File: src/rtl/rk8e_sd_xfer_if.sv
// Command, data-break and SD byte-stream signals of the RK8-E sector engine.
// The master side is the engine, the slave side is controller, memory and driver.
interface rk8e_sd_xfer_if;
    logic        start;
    logic        wr_cmd;
    logic [1:0]  drive;
    logic [12:0] block;
    logic        half;
    logic [0:2]  field;
    logic [0:11] car_in;
    logic        busy;
    logic        done;
    logic        error;
    logic [0:11] car_out;
    logic [0:14] db_addr;
    logic [0:11] db_wdata;
    logic [0:11] db_rdata;
    logic        data_break_write;
    logic        data_break_read;
    logic        db_ack;
    logic        sd_rd_req;
    logic        sd_wr_req;
    logic [31:0] sd_lba;
    logic        sd_ack;
    logic [7:0]  sd_rd_data;
    logic        sd_rd_valid;
    logic        sd_rd_ready;
    logic [7:0]  sd_wr_data;
    logic        sd_wr_valid;
    logic        sd_wr_ready;
    logic        sd_done;
    logic        sd_err;

    modport master (
        input  start, wr_cmd, drive, block, half, field, car_in,
        output busy, done, error, car_out,
        output db_addr, db_wdata, data_break_write, data_break_read,
        input  db_rdata, db_ack,
        output sd_rd_req, sd_wr_req, sd_lba, sd_rd_ready,
        output sd_wr_data, sd_wr_valid,
        input  sd_ack, sd_rd_data, sd_rd_valid, sd_wr_ready,
        input  sd_done, sd_err
    );

    modport slave (
        output start, wr_cmd, drive, block, half, field, car_in,
        input  busy, done, error, car_out,
        input  db_addr, db_wdata, data_break_write, data_break_read,
        output db_rdata, db_ack,
        input  sd_rd_req, sd_wr_req, sd_lba, sd_rd_ready,
        input  sd_wr_data, sd_wr_valid,
        output sd_ack, sd_rd_data, sd_rd_valid, sd_wr_ready,
        output sd_done, sd_err
    );
endinterface

File: src/rtl/rk8e_sd_xfer.sv
// RK05 sector <-> SD block transfer engine: 256 12-bit words as
// 512 little-endian bytes, memory reached through data-break cycles.
module rk8e_sd_xfer #(
    parameter logic [31:0] LBA_BASE       = 32'd0,
    parameter int unsigned BLKS_PER_DRIVE = 6496
) (
    input  logic           clk,
    input  logic           reset,
    rk8e_sd_xfer_if.master bus
);
    localparam logic [31:0] BPD = 32'(BLKS_PER_DRIVE);

    typedef enum logic [3:0] {
        IDLE, RD_REQ, RD_LO, RD_HI, RD_BRK, RD_WAIT,
        WR_REQ, WR_FETCH, WR_LO, WR_HI, WR_WAIT, FIN
    } state_e;

    state_e      state_q, state_d;
    logic        wr_q, wr_d;
    logic        half_q, half_d;
    logic [2:0]  field_q, field_d;
    logic [11:0] car_q, car_d;
    logic [11:0] word_q, word_d;
    logic [8:0]  wcnt_q, wcnt_d;
    logic        abort_q, abort_d;
    logic        busy_q, busy_d;
    logic        error_q, error_d;
    logic [11:0] cout_q, cout_d;
    logic [31:0] lba_q, lba_d;

    logic [8:0]  lim;
    logic        in_lim;
    logic        brk_wr;
    logic        brk_rd;
    logic        oor;
    logic        unused_hi;

    assign lim    = half_q ? 9'd128 : 9'd256;
    assign in_lim = wcnt_q < lim;
    assign brk_wr = state_q == RD_BRK;
    assign brk_rd = (state_q == WR_FETCH) && in_lim;
    assign oor    = {19'd0, bus.block} >= BPD;
    assign unused_hi = ^bus.sd_rd_data[7:4] ^ wr_q;

    always_ff @(posedge clk or negedge reset) begin
        if (!reset) begin
            state_q <= IDLE;
            wr_q    <= 1'b0;
            half_q  <= 1'b0;
            field_q <= '0;
            car_q   <= '0;
            word_q  <= '0;
            wcnt_q  <= '0;
            abort_q <= 1'b0;
            busy_q  <= 1'b0;
            error_q <= 1'b0;
            cout_q  <= '0;
            lba_q   <= '0;
        end else begin
            state_q <= state_d;
            wr_q    <= wr_d;
            half_q  <= half_d;
            field_q <= field_d;
            car_q   <= car_d;
            word_q  <= word_d;
            wcnt_q  <= wcnt_d;
            abort_q <= abort_d;
            busy_q  <= busy_d;
            error_q <= error_d;
            cout_q  <= cout_d;
            lba_q   <= lba_d;
        end
    end

    always_comb begin
        state_d = state_q;
        wr_d    = wr_q;
        half_d  = half_q;
        field_d = field_q;
        car_d   = car_q;
        word_d  = word_q;
        wcnt_d  = wcnt_q;
        abort_d = abort_q;
        busy_d  = busy_q;
        error_d = error_q;
        cout_d  = cout_q;
        lba_d   = lba_q;
        unique case (state_q)
            IDLE: if (bus.start) begin
                wr_d    = bus.wr_cmd;
                half_d  = bus.half;
                field_d = bus.field;
                car_d   = bus.car_in;
                lba_d   = LBA_BASE + {30'd0, bus.drive} * BPD
                        + {19'd0, bus.block};
                wcnt_d  = '0;
                abort_d = 1'b0;
                busy_d  = 1'b1;
                error_d = oor;
                if (oor) state_d = FIN;
                else     state_d = bus.wr_cmd ? WR_REQ : RD_REQ;
            end
            RD_REQ: if (bus.sd_ack) state_d = RD_LO;
            RD_LO: if (bus.sd_rd_valid) begin
                word_d[7:0] = bus.sd_rd_data;
                state_d     = RD_HI;
            end
            RD_HI: if (bus.sd_rd_valid) begin
                word_d[11:8] = bus.sd_rd_data[3:0];
                wcnt_d       = wcnt_q + 9'd1;
                if (in_lim)                 state_d = RD_BRK;
                else if (wcnt_q == 9'd255)  state_d = RD_WAIT;
                else                        state_d = RD_LO;
            end
            RD_BRK: if (bus.db_ack) begin
                car_d   = car_q + 12'd1;
                state_d = (wcnt_q == 9'd256) ? RD_WAIT : RD_LO;
            end
            RD_WAIT, WR_WAIT: if (bus.sd_done) state_d = FIN;
            WR_REQ: if (bus.sd_ack) state_d = WR_FETCH;
            WR_FETCH: if (!in_lim) begin
                word_d  = '0;
                state_d = WR_LO;
            end else if (bus.db_ack) begin
                word_d  = bus.db_rdata;
                car_d   = car_q + 12'd1;
                state_d = WR_LO;
            end
            WR_LO: if (bus.sd_wr_ready) state_d = WR_HI;
            WR_HI: if (bus.sd_wr_ready) begin
                wcnt_d  = wcnt_q + 9'd1;
                state_d = (wcnt_q == 9'd255) ? WR_WAIT : WR_FETCH;
            end
            FIN: begin
                busy_d  = 1'b0;
                cout_d  = car_q;
                state_d = IDLE;
            end
            default: state_d = IDLE;
        endcase
        // a break already on the bus must see its ack before aborting
        if (state_q != IDLE && state_q != FIN && (bus.sd_err || abort_q)) begin
            if ((brk_wr || brk_rd) && !bus.db_ack) begin
                abort_d = 1'b1;
            end else begin
                abort_d = 1'b0;
                error_d = 1'b1;
                state_d = FIN;
            end
        end
    end

    assign bus.busy             = busy_q;
    assign bus.done             = state_q == FIN;
    assign bus.error            = error_q;
    assign bus.car_out          = cout_q;
    assign bus.db_addr          = (brk_wr || brk_rd) ? {field_q, car_q} : '0;
    assign bus.db_wdata         = word_q;
    assign bus.data_break_write = brk_wr;
    assign bus.data_break_read  = brk_rd;
    assign bus.sd_rd_req        = state_q == RD_REQ;
    assign bus.sd_wr_req        = state_q == WR_REQ;
    assign bus.sd_lba           = lba_q;
    assign bus.sd_rd_ready      = (state_q == RD_LO) || (state_q == RD_HI);
    assign bus.sd_wr_valid      = (state_q == WR_LO) || (state_q == WR_HI);
    assign bus.sd_wr_data       = (state_q == WR_LO) ? word_q[7:0]
                                : (state_q == WR_HI) ? {4'b0, word_q[11:8]}
                                : 8'h00;
endmodule

File: src/flat_wrapper.sv
// flat-port wrapper written by rule: the top's interface ports become plain ports
module rk8e_sd_xfer_flat 
#(
    parameter logic [31:0] LBA_BASE       = 32'd0,
    parameter int unsigned BLKS_PER_DRIVE = 6496
)
  (clk, reset, bus_start, bus_wr_cmd, bus_drive, bus_block, bus_half, bus_field, bus_car_in, bus_busy, bus_done, bus_error, bus_car_out, bus_db_addr, bus_db_wdata, bus_data_break_write, bus_data_break_read, bus_db_rdata, bus_db_ack, bus_sd_rd_req, bus_sd_wr_req, bus_sd_lba, bus_sd_rd_ready, bus_sd_wr_data, bus_sd_wr_valid, bus_sd_ack, bus_sd_rd_data, bus_sd_rd_valid, bus_sd_wr_ready, bus_sd_done, bus_sd_err);
  rk8e_sd_xfer_if bus_i ();
  input  logic clk;
  input  logic reset;
  input wire logic [$bits(bus_i.start)-1:0] bus_start;
  input wire logic [$bits(bus_i.wr_cmd)-1:0] bus_wr_cmd;
  input wire logic [$bits(bus_i.drive)-1:0] bus_drive;
  input wire logic [$bits(bus_i.block)-1:0] bus_block;
  input wire logic [$bits(bus_i.half)-1:0] bus_half;
  input wire logic [$bits(bus_i.field)-1:0] bus_field;
  input wire logic [$bits(bus_i.car_in)-1:0] bus_car_in;
  output wire logic [$bits(bus_i.busy)-1:0] bus_busy;
  output wire logic [$bits(bus_i.done)-1:0] bus_done;
  output wire logic [$bits(bus_i.error)-1:0] bus_error;
  output wire logic [$bits(bus_i.car_out)-1:0] bus_car_out;
  output wire logic [$bits(bus_i.db_addr)-1:0] bus_db_addr;
  output wire logic [$bits(bus_i.db_wdata)-1:0] bus_db_wdata;
  output wire logic [$bits(bus_i.data_break_write)-1:0] bus_data_break_write;
  output wire logic [$bits(bus_i.data_break_read)-1:0] bus_data_break_read;
  input wire logic [$bits(bus_i.db_rdata)-1:0] bus_db_rdata;
  input wire logic [$bits(bus_i.db_ack)-1:0] bus_db_ack;
  output wire logic [$bits(bus_i.sd_rd_req)-1:0] bus_sd_rd_req;
  output wire logic [$bits(bus_i.sd_wr_req)-1:0] bus_sd_wr_req;
  output wire logic [$bits(bus_i.sd_lba)-1:0] bus_sd_lba;
  output wire logic [$bits(bus_i.sd_rd_ready)-1:0] bus_sd_rd_ready;
  output wire logic [$bits(bus_i.sd_wr_data)-1:0] bus_sd_wr_data;
  output wire logic [$bits(bus_i.sd_wr_valid)-1:0] bus_sd_wr_valid;
  input wire logic [$bits(bus_i.sd_ack)-1:0] bus_sd_ack;
  input wire logic [$bits(bus_i.sd_rd_data)-1:0] bus_sd_rd_data;
  input wire logic [$bits(bus_i.sd_rd_valid)-1:0] bus_sd_rd_valid;
  input wire logic [$bits(bus_i.sd_wr_ready)-1:0] bus_sd_wr_ready;
  input wire logic [$bits(bus_i.sd_done)-1:0] bus_sd_done;
  input wire logic [$bits(bus_i.sd_err)-1:0] bus_sd_err;
  assign bus_i.start = bus_start;
  assign bus_i.wr_cmd = bus_wr_cmd;
  assign bus_i.drive = bus_drive;
  assign bus_i.block = bus_block;
  assign bus_i.half = bus_half;
  assign bus_i.field = bus_field;
  assign bus_i.car_in = bus_car_in;
  assign bus_busy = bus_i.busy;
  assign bus_done = bus_i.done;
  assign bus_error = bus_i.error;
  assign bus_car_out = bus_i.car_out;
  assign bus_db_addr = bus_i.db_addr;
  assign bus_db_wdata = bus_i.db_wdata;
  assign bus_data_break_write = bus_i.data_break_write;
  assign bus_data_break_read = bus_i.data_break_read;
  assign bus_i.db_rdata = bus_db_rdata;
  assign bus_i.db_ack = bus_db_ack;
  assign bus_sd_rd_req = bus_i.sd_rd_req;
  assign bus_sd_wr_req = bus_i.sd_wr_req;
  assign bus_sd_lba = bus_i.sd_lba;
  assign bus_sd_rd_ready = bus_i.sd_rd_ready;
  assign bus_sd_wr_data = bus_i.sd_wr_data;
  assign bus_sd_wr_valid = bus_i.sd_wr_valid;
  assign bus_i.sd_ack = bus_sd_ack;
  assign bus_i.sd_rd_data = bus_sd_rd_data;
  assign bus_i.sd_rd_valid = bus_sd_rd_valid;
  assign bus_i.sd_wr_ready = bus_sd_wr_ready;
  assign bus_i.sd_done = bus_sd_done;
  assign bus_i.sd_err = bus_sd_err;
  rk8e_sd_xfer #(.LBA_BASE(LBA_BASE), .BLKS_PER_DRIVE(BLKS_PER_DRIVE)) u_core (.clk(clk), .reset(reset), .bus(bus_i));
endmodule
File: config.mk
export PLATFORM = sky130hd
export DESIGN_NAME = rk8e_sd_xfer_flat
export DESIGN_NICKNAME = d
export VERILOG_FILES = /design/src/rtl/rk8e_sd_xfer_if.sv /design/src/rtl/rk8e_sd_xfer.sv /design/src/flat_wrapper.sv
export SDC_FILE = /design/constraint.sdc
export NUM_CORES = 1
export LEC_CHECK = 0
export CAP_MARGIN = 20
export CORE_ASPECT_RATIO = 1.25
export CORE_MARGIN = 2
export CORE_UTILIZATION = 48
export CTS_BUF_LIST = sky130_fd_sc_hd__clkbuf_4 sky130_fd_sc_hd__clkbuf_8
export DETAILED_ROUTE_END_ITERATION = 6
export MAX_ROUTING_LAYER = met4
export PLACE_DENSITY_LB_ADDON = 0.1
export SLEW_MARGIN = 25
export SYNTH_ARGS = -nofsm -noshare
export SYNTH_HDL_FRONTEND = slang
export SYNTH_SLANG_ARGS = --single-unit
File: constraint.sdc
create_clock -name clk -period 2.4 [get_ports clk]
set_input_delay 0.48 -clock clk [delete_from_list [all_inputs] [get_ports clk]]
set_output_delay 0.48 -clock clk [all_outputs]
set_load 0.01 [all_outputs]
# Word level (Yosys, flattened, before mapping)
# Cells that the tools add are included.
[totals]
regBits = 88
output_inout_bits = 88
elab_cells = 112
input_bits = 61
[op_classes]
multipliers = 1
n_eq_ne = 20
mux = 48
n_addsub = 3
n_lt_le_gt_ge = 2
reduce_logical = 26
[op_table]
columns = ["operator", "n"]
rows = [
  ["$mux 4", 18],
  ["$mux 12", 5],
  ["$pmux 4 s10", 1],
  ["$mux 9", 4],
  ["$pmux 12 s3", 1],
  ["$pmux 9 s3", 1],
  ["$add 15x13->16", 1],
  ["$eq 4x3->1 const B", 4],
  ["$eq 4x4->1 const B", 4],
  ["$mux 8", 2],
  ["$pmux 8 s2", 1],
  ["$mux 15", 1],
  ["$ge 13x13->1 const B", 1],
  ["$add 12x1->12 const B", 1],
  ["$mul 2x8->10 const B", 1],
  ["$reduce_bool 2->1", 5],
  ["$add 9x1->9 const B", 1],
  ["$eq 9x8->1 const B", 1],
  ["$eq 9x9->1 const B", 1],
  ["$lt 9x9->1", 1],
  ["$mux 1", 9],
  ["$mux 3", 3],
  ["$reduce_and 3->1", 3],
  ["$eq 4x2->1 const B", 2],
  ["other kinds (16)", 28],
]

# Depth between registers and ports, before layout
[depth]
word_depth = 7
mapped_depth = 9
mapped_depth_nobuf = 9

# Least setup slack after synthesis
# Ideal clock, no wire load.
[synth_timing]
kind = "register to output"
from = "reg u_core.half_q"
to = "out bus_db_addr[10]"
stages_incl_launch_ff = 7
path_buffers = 1
path_slack_ns = 0.158
arrival_time_ns = 1.762
path_cell_list = "dfrtp_1 -> ha_1 -> a21oi_4 -> a21oi_1 -> nor2_1 -> clkbuf_1 -> and2_1"
[synth_between]
elab_chain_len = 5
[synth_rtl]
columns = ["element", "line_no", "source"]
rows = [
  ["from (decl)", "rk8e_sd_xfer.sv:20", "logic half_q, half_d;"],
  ["from (signal assigned)", "rk8e_sd_xfer.sv:62", "half_q <= half_d;"],
  ["$mux 9", "rk8e_sd_xfer.sv:38", "assign lim = half_q ? 9'd128 : 9'd256;"],
  ["$lt 9x9->1", "rk8e_sd_xfer.sv:39", "assign in_lim = wcnt_q < lim;"],
  ["$logic_and 1x1->1", "rk8e_sd_xfer.sv:41", "assign brk_rd = (state_q == WR_FETCH) && in_lim;"],
  ["$logic_or 1x1->1", "rk8e_sd_xfer.sv:157", "assign bus.db_addr = (brk_wr || brk_rd) ? {field_q, car_q} : '0;"],
  ["$mux 15", "rk8e_sd_xfer.sv:157", ""],
  ["to (decl)", "flat_wrapper.sv:22", "output wire logic [$bits(bus_i.db_addr)-1:0] bus_db_addr;"],
]
# Every way passes these cells.

# Final worst setup path
[layout_timing]
from = "reg u_core.half_q"
to = "out bus_db_addr[12]"
# Same word-level chain as after synthesis.

==> results.json <==
{
  "ys_top_cells_by_count": "nand2_1, dfrtp_1, a21oi_1, nor2_1, o21ai_0",
  "route.vias.total": 4547,
  "ys_seq_elements": 72,
  "die_area_um2": 10500,
  "wirelength_mm": 13.5,
  "grt_overflow": 0,
  "status": "finished with violations",
  "clk_pin_slew_worst_paths_ps": 80,
  "avgViaCountPerCell": 5.52,
  "crit_chain": "ha_4 -> a21oi_4 -> a21oi_2 -> nor2_2 -> buf_6 -> buf_6 -> and2_4 -> buf_6",
  "synth_edf_count": 0,
  "fin_crit_sh": 1.01,
  "max_stage_delay_ps": 410,
  "num-nets-final": 770,
  "clockBufferDepth": 2,
  "clock-root-buffer": "clkbuf_8",
  "synth.most_common_cell": "nand2_1",
  "grt_pass1_wl_mm": 22.2,
  "cap_violations": 0,
  "drcViolationCount": 0,
  "die_w_um": 92.0,
  "syn_area_um2": 4650,
  "setup_viol": 5,
  "violations": "setup timing",
  "grtUsageMet3": 0.0634,
  "syn2layout_area_growth_pct": 44.4,
  "async_flop_share": 1.00,
  "critPathRequiredTime_ps": 1920,
  "synth_top_area_cell": "dfrtp_1",
  "top_usage_layer": "met2",
  "hold_class": "in2async",
  "row_count": 40,
  "cellPowerDensity_nw_per_um2": 1020,
  "rsz0062_at_grt": "true",
  "pre_cts_ws_ps": -403,
  "seqCellArea_um2": 1810,
  "grt_pass1_vias": 4607,
  "yosysWarnings": 0,
  "start_kind": "register",
  "power_uw": 6830,
  "drive_above_1_share": 0.212,
  "min_period_ps": 2430,
  "critPathKind": "reg2out",
  "timing.fmax_ghz": 0.411,
  "finalHoldViolCount": 0,
  "grtUsageMet1": 0.331,
  "wl_per_cell_um": 16.3,
  "gr-usage-met2": 0.454,
  "antenna_found_initial": 0,
  "synth-main-ff-cell": "dfrtp_1",
  "drtAntennaViolNets": 0,
  "crit_fanout": 4,
  "grt_usage": 0.274,
  "cp-end-kind": "output pin",
  "ys_seq_area_frac": 0.388,
  "holdWs_ps": 33.1,
  "core_um2": 9510,
  "setup_ws_ps": -30.7,
  "cts_made_buffers": 9,
  "die_y_um": 114,
  "slew_viol_final": 0,
  "fillers": 784,
  "dp.cells": 797,
  "dp_hpwl_mm": 9.82,
  "clk-insertion-delay-late_ps": 370,
  "port_buffers": 132,
  "synth.avg_cell_area_um2": 9.02,
  "cts_tree": "yes",
  "gp_congestion": 0.901,
  "cellLeakagePower_uw": 0.00316,
  "crit_buf_inv": 3,
  "relSlewSlack": 0.548,
  "diodes": 0,
  "vdd.ir_drop.worst_v": 0.000655,
  "grt_max_degree": 42,
  "cpMostUsedCell": "buf_6",
  "synthTopCellsByArea": "dfrtp_1, nand2_1, ha_1, a21oi_1, buf_4",
  "yosys.area.top_type_share": 0.388,
  "fin_skew_ps": 8.72,
  "tightest_slew_ps": 678,
  "io_pins": 149,
  "cp_top_family": "flip-flops",
  "dr.pass1.iters": 4,
  "multi_input_area_um2": 2640,
  "dr.first_iter.drc_count": 244,
  "syn_inst": 515,
  "synth.distinct_cells": 70,
  "floorplan.initialDensity": 0.489,
  "cts_max_level": 3,
  "worst-endpoint-arrival_ps": 1950,
  "clock_sinks": 72,
  "cp_slowest_cell": "dfrtp_1",
  "final_cell_count_no_fill": 823
}
==> flip-flops by register name, summed over array words and instances, names as in the netlist <==
name and cells:
u_core.abort_q 1, u_core.bus.busy 1, u_core.bus.car_out 12, u_core.bus.db_wdata 12, u_core.bus.error 1, u_core.bus.sd_lba 16
u_core.car_q 12, u_core.field_q 3, u_core.half_q 1, u_core.state_q 4, u_core.wcnt_q 9
==> kinds of logic (layout without fill, tap and decap cells) <==
| logic type | Yosys count | count (layout) | synth area share |
|---|---|---|---|
| flops | 72 | 72 | 0.388 |
| xor+xnor | 8 | 8 | 0.0151 |
| buf+inv | 61 | 228 | 0.0719 |
| simple gates | 190 | 190 | 0.203 |
| fa+ha+maj | 17 | 17 | 0.0474 |
| compound gates | 140 | 140 | 0.213 |
| mux | 26 | 26 | 0.0611 |
| other cells | 1 | 16 | 0.000807 |
==> what timing repair did <==
action / 4_1_cts / 5_1_grt
pin swaps: 5 / 11
gates cloned: 1 / 0
setup endpoints to repair: 29 / 23
setup buffers: 6 / 5
resized for setup: 88 / 28
hold buffers: 0 / 0
endpoints found under the hold margin: 0 / 0
==> report_power, final <==
group	total [uW]	switching [uW]	leakage (uW)	internal (uW)
registers	2170	427	0.000882	1740
clock network	1090	500	0.000110	587
logic	3580	1730	0.00217	1850
==> cell type report <==
type	count	share of cell area
Multi-Input combinational cell	397	0.394
Timing Repair Buffer	195	0.271
Sequential cell	72	0.269
Tap cell	126	0.0235
Clock buffer	9	0.0185
Clock inverter	7	0.0142
Inverter	17	0.00951
==> stage by stage <==
stage	setup TNS [ps]	util	instance area, um2
floorplan	0	-	4700
global placement	-2930	0.666	6330
detailed placement	-2750	0.666	6330
CTS	-342	0.697	6620
global route	-850	0.706	6710
finish	-104	0.706	6710
==> per-layer routing <==
| metal | up-vias | share of wire |
|---|---|---|
| met5 | - | 0 |
| met4 | 0 | 0.022 |
| met3 | 23 | 0.061 |
| met2 | 163 | 0.50 |
| met1 | 2185 | 0.42 |
| li1 | 2176 | - |
==> worst paths after layout <==
check / endpoint / startpoint / slack (ps) / cells after the start
setup / recovery: bus_db_addr[12] / u_core.half_q / -30 / 8
hold / removal: u_core.bus.db_wdata[2] / reset / 30 / 1
setup reg to reg: u_core.state_q[0] / u_core.wcnt_q[0] / 180 / 9
hold reg to reg: u_core.bus.sd_lba[6] / u_core.bus.sd_lba[6] / 480 / 2
max in group asynchronous: u_core.state_q[1] / reset / 1730 / 2
min in group clk: u_core.bus.sd_lba[6] / u_core.bus.sd_lba[6] / 480 / 2
==> placed cells by master (no fill, tap or decap), drive strengths merged, types with 4 or more instances in the layout <==
cell type | Yosys | layout
clkdlybuf4s50 | 0 | 105
nand2 | 83 | 83
buf | 36 | 77
dfrtp | 72 | 72
a21oi | 31 | 31
nor2 | 27 | 27
o21ai | 27 | 27
mux2 | 19 | 19
inv | 17 | 18
conb | 1 | 16
ha | 16 | 16
nand3 | 14 | 14
and2 | 13 | 13
and3 | 12 | 12
o22ai | 11 | 11
clkbuf | 8 | 11
nor3 | 10 | 10
a31oi | 8 | 8
a22oi | 8 | 8
mux2i | 7 | 7
xor2 | 7 | 7
dlygate4sd2 | 0 | 7
o31ai | 7 | 7
nand2b | 7 | 7
o22a | 6 | 6
o211ai | 6 | 6
a21o | 5 | 5
a22o | 5 | 5
nor2b | 5 | 5
dlymetal6s2s | 0 | 4
o2bb2a | 4 | 4
a211oi | 4 | 4
Power figures use the tool's default switching activity.
==> edit 1: new RTL, same flow settings <==
`BLKS_PER_DRIVE` is set to 6496 in 2 places; all go to 4872.
--- a/src/rtl/rk8e_sd_xfer.sv
+++ b/src/rtl/rk8e_sd_xfer.sv
@@ -2,7 +2,7 @@
 // 512 little-endian bytes, memory reached through data-break cycles.
 module rk8e_sd_xfer #(
     parameter logic [31:0] LBA_BASE       = 32'd0,
-    parameter int unsigned BLKS_PER_DRIVE = 6496
+    parameter int unsigned BLKS_PER_DRIVE = 4872
 ) (
     input  logic           clk,
     input  logic           reset,
--- a/src/flat_wrapper.sv
+++ b/src/flat_wrapper.sv
@@ -2,7 +2,7 @@
 module rk8e_sd_xfer_flat 
 #(
     parameter logic [31:0] LBA_BASE       = 32'd0,
-    parameter int unsigned BLKS_PER_DRIVE = 6496
+    parameter int unsigned BLKS_PER_DRIVE = 4872
 )
   (clk, reset, bus_start, bus_wr_cmd, bus_drive, bus_block, bus_half, bus_field, bus_car_in, bus_busy, bus_done, bus_error, bus_car_out, bus_db_addr, bus_db_wdata, bus_data_break_write, bus_data_break_read, bus_db_rdata, bus_db_ack, bus_sd_rd_req, bus_sd_wr_req, bus_sd_lba, bus_sd_rd_ready, bus_sd_wr_data, bus_sd_wr_valid, bus_sd_ack, bus_sd_rd_data, bus_sd_rd_valid, bus_sd_wr_ready, bus_sd_done, bus_sd_err);
   rk8e_sd_xfer_if bus_i ();
Function: changed (a bounded check fails within 4 cycles, from zero or initial values and one cycle with reset low).
==> edit 1 against the original RTL <==
Routed wire length fell by 5.6%; area after synthesis fell by 4.0%; worst setup slack improved by 54 ps; cell count fell by 2.4%; sequential cell count fell by 1; clock skew barely moved; fmax rose by 2.3%; cell area fell by 4.4%; core utilization rose by 0.11 points; power fell by 2.8%; critical path type unchanged.
==> edit 1: results (changes against the original RTL) <==
- N_diodes: 0 (unchanged)
- Final #Nets: 751 (-2.5%)
- Detailed Route WL: 12700 um (-5.6%)
- Total CTS buffers: 9 (unchanged)
- Outcome: finished, final reports clean
- Worst vdd rail ir drop: 0.744 mV (+13%)
- Iteration-0 DRC Markers: 212 (-13%)
- Area after DPL: 0.00612 mm^2 (-3.3%)
- Vias in the first global route: 4392 (-4.7%)
- Antenna violations before repair: 0 (unchanged)
- H-tree levels: 3 (unchanged)
- Post-DR vias/cell: 5.41 (-2.1%)
- FFs w/ async S/R, synth: 1.00 (unchanged)
- Total track usage: 0.265 (-0.00871)
- Reg2reg end: u_core.wcnt_q[3]
- Leakage: 2.94 nW (-7.1%)
- Global-route wire length before repair: 21100 um (-5.0%)
- Gpl congestion: 0.908 (+0.78%)
- Compound-cell area share of the yosys netlist: 0.185 (-0.0278)
- List of most frequent post-synthesis cells: 71 x dfrtp_1, 66 x nand2_1, 38 x nor2_1, 28 x a21oi_1, 26 x o21ai_0
- Seq/Total Area, Yosys: 0.398 (+0.0106)
- Finished Layout Cells: 803 (-2.4%)
- Post-synthesis mux area share: 0.0513 (-0.00979)
- Hold Crit Class: input port to async pin
- Pin count of the biggest net entering global routing: 42 (unchanged)
- Root buf cell: clkbuf_8
- Clock-pin slew on the worst setup and hold paths: 70 ps
- Reg-to-reg startpoint: u_core.state_q[0]
- First drt pass iteration count: 5 (+1)
- Synth area leaders: dfrtp_1 40%, nand2_1 5.6%, ha_1 3.9%
- DPL Wire Length: 9540 um (-2.8%)
- Synth Flop Type: dfrtp_1
- Synth Area in XOR/XNOR: 0.0236 (+0.00848)
- # port buffers: 131 (-0.76%)
- Avg Synthesized Cell Area: 8.83 um^2 (-2.1%)
- Clk_lat worst skew: 340 ps (-30 ps)
- R2R Setup Slk: 300 ps (+120 ps)
- Worst r2r path cells: 7 (-2)
- Worst EP arrival: 1900 ps (-50 ps)
- Layout cell share with drive strength beyond 1: 0.178 (-0.0344)
- Cts hold-fix bufs: 0 (unchanged)
- Rel. slew slack: 0.615 (+0.0665)
- Clk buf depth: 2 (unchanged)
- Worst Clk Skew: 8.98 ps (+0.264 ps)
- Largest family of logic cells by synthesized area: simple AND/OR/NAND/NOR gates
- Post-synthesis adder-cell area fraction: 0.0438 (-0.00363)
- Internal Power: 4.18 mW (about the same)
- Pre-CTS setup slack: -376 ps (+27.0 ps)
- Cells after DPL: 783 (-1.8%)
- Crit Path Max Fanout: 8 (+4)
- Yosys warning count: 0 (unchanged)
- Largest register FFs: 15 (-1)
- Unique masters post-synth: 62 (-11%)
==> edit 1: cell count changes in the layout (fill, tap and decap cells not counted), sizes merged, moves of 8 or more <==
cell and delta:
nand2 -16, clkbuf +8, xnor2 +8, buf -11, nor2b +12, nor2 +11, and2 -8
==> edit 1: cell type report <==
type	count	area [um^2]
well taps	123	154
multi-input cells	386	2470
clock buffers	14	186
flip-flops and latches	71	1780
fillers	765	2660
repair buffers	187	1690
inverters	20	75.1
clock inverters	2	60.1
==> edit 1: kinds of logic (layout without fill, tap and decap cells) <==
family                     after synthesis  count (layout)
and+or+nand+nor                        195             195
adders and majority gates               15              15
AOI/OAI and AO/OA                      126             126
other                                    1              17
DFF                                     71              71
buffers and inverters                   64             223
xor gates and xnor gates                12              12
muxes                                   21              21
==> edit 1: metal layers <==
layer  wire, um  part of all wire  vias to the layer above  GRT usage
met5          0                 0                        -          -
met4        216             0.017                        0     0.0862
met3        782             0.062                       23     0.0447
met2       6620              0.52                      183      0.471
met1       5090              0.40                     2042      0.305
li1           -                 -                     2097          -
==> edit 1: power groups by stage <==
stage / clock network (mW) / logic, mW / registers [mW]
after floorplan: 0 / 1.71 / 2.20
after global placement: 0 / 3.22 / 2.12
after detailed placement: 0 / 3.29 / 2.14
after CTS: 1.17 / 3.34 / 2.13
after global routing: 1.23 / 3.65 / 2.20
final: 1.16 / 3.35 / 2.13
==> edit 1: critical path: stages, from the launching register on <==
cell     delay (ps)
dfrtp_1         390
ha_1            310
a211o_1         300
inv_2            90
nor2_4           70
buf_6           150
nor2b_1         110
buf_2           140
==> edit 1: worst max path at each step <==
stage,startpoint,endpoint,slack [ps],cells after the start
finish,u_core.wcnt_q[8],bus_db_addr[3],20,7
global route,u_core.wcnt_q[8],bus_db_addr[3],-60,7
floorplan,u_core.state_q[3],bus_db_addr[10],270,7
global placement,bus_drive[0],u_core.bus.sd_lba[13],-280,10
CTS,u_core.wcnt_q[8],bus_db_addr[13],1,6
detailed placement,u_core.half_q,bus_db_addr[13],-380,6
==> edit 1: through the flow <==
| stage | power, mW | setup TNS, ps | hold slack [ps] | util |
|---|---|---|---|---|
| detailed placement | 5.43 | -6350 | 463 | 0.675 |
| global route | 7.08 | -349 | 157 | 0.707 |
| finish | 6.64 | 0 | 135 | 0.707 |
| floorplan | 3.90 | 0 | 184 | - |
| global placement | 5.35 | -5180 | 457 | 0.675 |
| CTS | 6.63 | 0 | 135 | 0.702 |
==> edit 1: timing repair <==
item                                   CTS  global route
gates cloned                             0             0
setup endpoints to repair               29            21
gates resized for setup                 69            20
pin swaps                                2             1
setup buffers                            4             1
endpoints found under the hold margin    0             0
==> edit 2: new RTL, same settings <==
Without the edit above. Encoding of `state_e`: now one-hot (12 bits for 12 states).
--- a/src/rtl/rk8e_sd_xfer.sv
+++ b/src/rtl/rk8e_sd_xfer.sv
@@ -10,9 +10,9 @@
 );
     localparam logic [31:0] BPD = 32'(BLKS_PER_DRIVE);
 
-    typedef enum logic [3:0] {
-        IDLE, RD_REQ, RD_LO, RD_HI, RD_BRK, RD_WAIT,
-        WR_REQ, WR_FETCH, WR_LO, WR_HI, WR_WAIT, FIN
+    typedef enum logic [11:0] {
+        IDLE = 12'b000000000001, RD_REQ = 12'b000000000010, RD_LO = 12'b000000000100, RD_HI = 12'b000000001000, RD_BRK = 12'b000000010000, RD_WAIT = 12'b000000100000,
+        WR_REQ = 12'b000001000000, WR_FETCH = 12'b000010000000, WR_LO = 12'b000100000000, WR_HI = 12'b001000000000, WR_WAIT = 12'b010000000000, FIN = 12'b100000000000
     } state_e;
 
     state_e      state_q, state_d;
Check against the original RTL: same outputs for any inputs over 4 cycles, from zero or initial values and one cycle with reset low; so few cycles prove little.
==> edit 2 against the original RTL <==
Routed wire length increased by 40%; first-iteration DRC count grew 51%; fmax is 16% lower; highest routed layer unchanged; register-to-register slack worse by 480 ps; sequential share of layout area fell by 2.7 points; power is 1.1% higher; area after synthesis is 8.0% higher; sequential cell count up 8; cell area is 23% higher; worst setup slack worse by 460 ps; the run still ends with setup timing left.
==> edit 2: results (changes against the original RTL) <==
- Gpl congestion: 0.928 (+3.0%)
- Crit Path Max Fanout: 5 (+1)
- Total CTS buffers: 9 (unchanged)
- # port buffers: 132 (unchanged)
- Hold Crit Class: input port to async pin
- Total track usage: 0.315 (+0.0411)
- Clk buf depth: 2 (unchanged)
- Largest register FFs: 16 (unchanged)
- Setup TNS: -16940 ps (-16840 ps)
- Clk_lat worst skew: 360 ps
- Outcome: complete, but fails checks
- List of most frequent post-synthesis cells: 79 x dfrtp_1, 75 x nand2_1, 46 x a21oi_1, 42 x nor2_1, 41 x o21ai_0
- Clock-pin slew on the worst setup and hold paths: 80 ps (about the same)
- N_diodes: 0 (unchanged)
- Failing checks: setup timing
- First drt pass iteration count: 5 (+1)
- Worst EP arrival: 2410 ps (+460 ps)
- Worst Clk Skew: 12.9 ps (+4.21 ps)
- Synth area leaders: dfrtp_1 39%, nand2_1 5.6%, a21oi_1 4.6%
- FFs w/ async S/R, synth: 1.00 (unchanged)
- Root buf cell: clkbuf_8
- Top delay family on crit path: simple AND/OR/NAND/NOR gates
- H-tree levels: 3 (unchanged)
- Slowest stage delay, CP: 580 ps (+170 ps)
- Final #Nets: 895 (+16%)
- Global-route wire length before repair: 26900 um (+21%)
- Fill cells: 649 (-17%)
- Final setup margin: -490 ps (-460 ps)
- Antenna violations before repair: 0 (unchanged)
- Slowest cell on the critical path: or4_4
- Pin count of the biggest net entering global routing: 47 (+12%)
- Vias in the first global route: 5385 (+17%)
- Seq/Total Area, Yosys: 0.399 (+0.0115)
- Layout cell share with drive strength beyond 1: 0.352 (+0.140)
- Yosys warning count: 0 (unchanged)
- Vias: 5604 (+23%)
- Final setup violation count: 67 (+62)
- DPL Wire Length: 11700 um (+19%)
- Unique masters post-synth: 69 (-1.4%)
- Leakage: 3.70 nW (+17%)
- Worst vdd rail ir drop: 0.632 mV (-3.5%)
- Detailed Route WL: 18800 um (+40%)
- Iteration-0 DRC Markers: 369 (+51%)
==> edit 2: cell types whose count changed after synthesis, moves of 7 or more <==
cell,change
and2_1,-11
nor2b_1,+15
a22oi_1,+11
a21oi_1,+16
o21ai_0,+19
clkbuf_1,+9
dfrtp_1,+7
nor2_1,+18
nand3_1,+11
==> edit 2: path summary, 6_finish.rpt <==
check	endpoint	start	depth (start not counted)	slack, ps
max	bus_db_addr[5]	u_core.state_q[10]	7	-490
min	u_core.state_q[11]	reset	1	80
max reg2reg	u_core.state_q[3]	u_core.state_q[5]	11	-300
min reg2reg	u_core.bus.sd_lba[0]	u_core.bus.sd_lba[0]	2	480
max in group asynchronous	u_core.field_q[0]	reset	2	1700
min in group clk	u_core.bus.sd_lba[0]	u_core.bus.sd_lba[0]	2	480
==> edit 2: layer usage <==
layer  up-vias  part of all wire  GRT usage
li1       2508                 -          -
met1      2670              0.36      0.365
met2       329              0.52      0.541
met3        97             0.076     0.0459
met4         0             0.051      0.128
met5         -                 0          -
==> edit 2: worst reg2reg max path, cell delays in order, from the launching register on <==
cell	delay, ps
dfrtp_1	430
buf_6	130
buf_6	110
buf_8	130
nor4_4	280
buf_4	180
buf_6	100
nand2_4	50
or4b_4	530
o211a_4	190
nand2b_4	190
a311oi_4	270
==> edit 2: final cells by class <==
class	instances	area, um^2	share of cell area
clock buffers	11	151	0.0183
inverters	18	67.6	0.00816
clock inverters	4	52.6	0.00634
multi-input cells	443	3260	0.393
well taps	129	161	0.0195
flip-flops and latches	80	2000	0.242
repair buffers	264	2590	0.312
==> edit 2: stage by stage <==
step | util | worst slack [ps] | std cells | area [um^2] | hold WS, ps
final | 0.816 | -490 | 949 | 8280 | 79.8
after global routing | 0.816 | -528 | 949 | 8280 | 103
after CTS | 0.756 | -476 | 930 | 7680 | 84.5
after detailed placement | 0.684 | -626 | 880 | 6950 | 460
after global placement | 0.684 | -499 | 880 | 6950 | 452
after floorplan | - | -226 | 593 | 5190 | 184
==> edit 2: power breakdown <==
group / internal [mW] / switching [mW] / total, mW
combinational: 1.92 / 1.80 / 3.72
sequential: 1.76 / 0.365 / 2.13
clock: 0.536 / 0.520 / 1.06
total: 4.22 / 2.68 / 6.90
==> edit 2: cell families after synthesis <==
logic type	after synthesis	synth area share
and+or+nand+nor	230	0.235
AOI/OAI and AO/OA	151	0.189
DFF	80	0.399
buffers and inverters	71	0.0771
adders and majority gates	18	0.0464
xor gates and xnor gates	16	0.0279
muxes	11	0.0244
other	1	0.000747
==> edit 2: repair_timing <==
item	in CTS	in global routing
buffers inserted	30	18
pin swaps	25	32
gates resized for setup	183	122
setup endpoints to repair	52	77
cloned	5	2
hold buffers	0	0
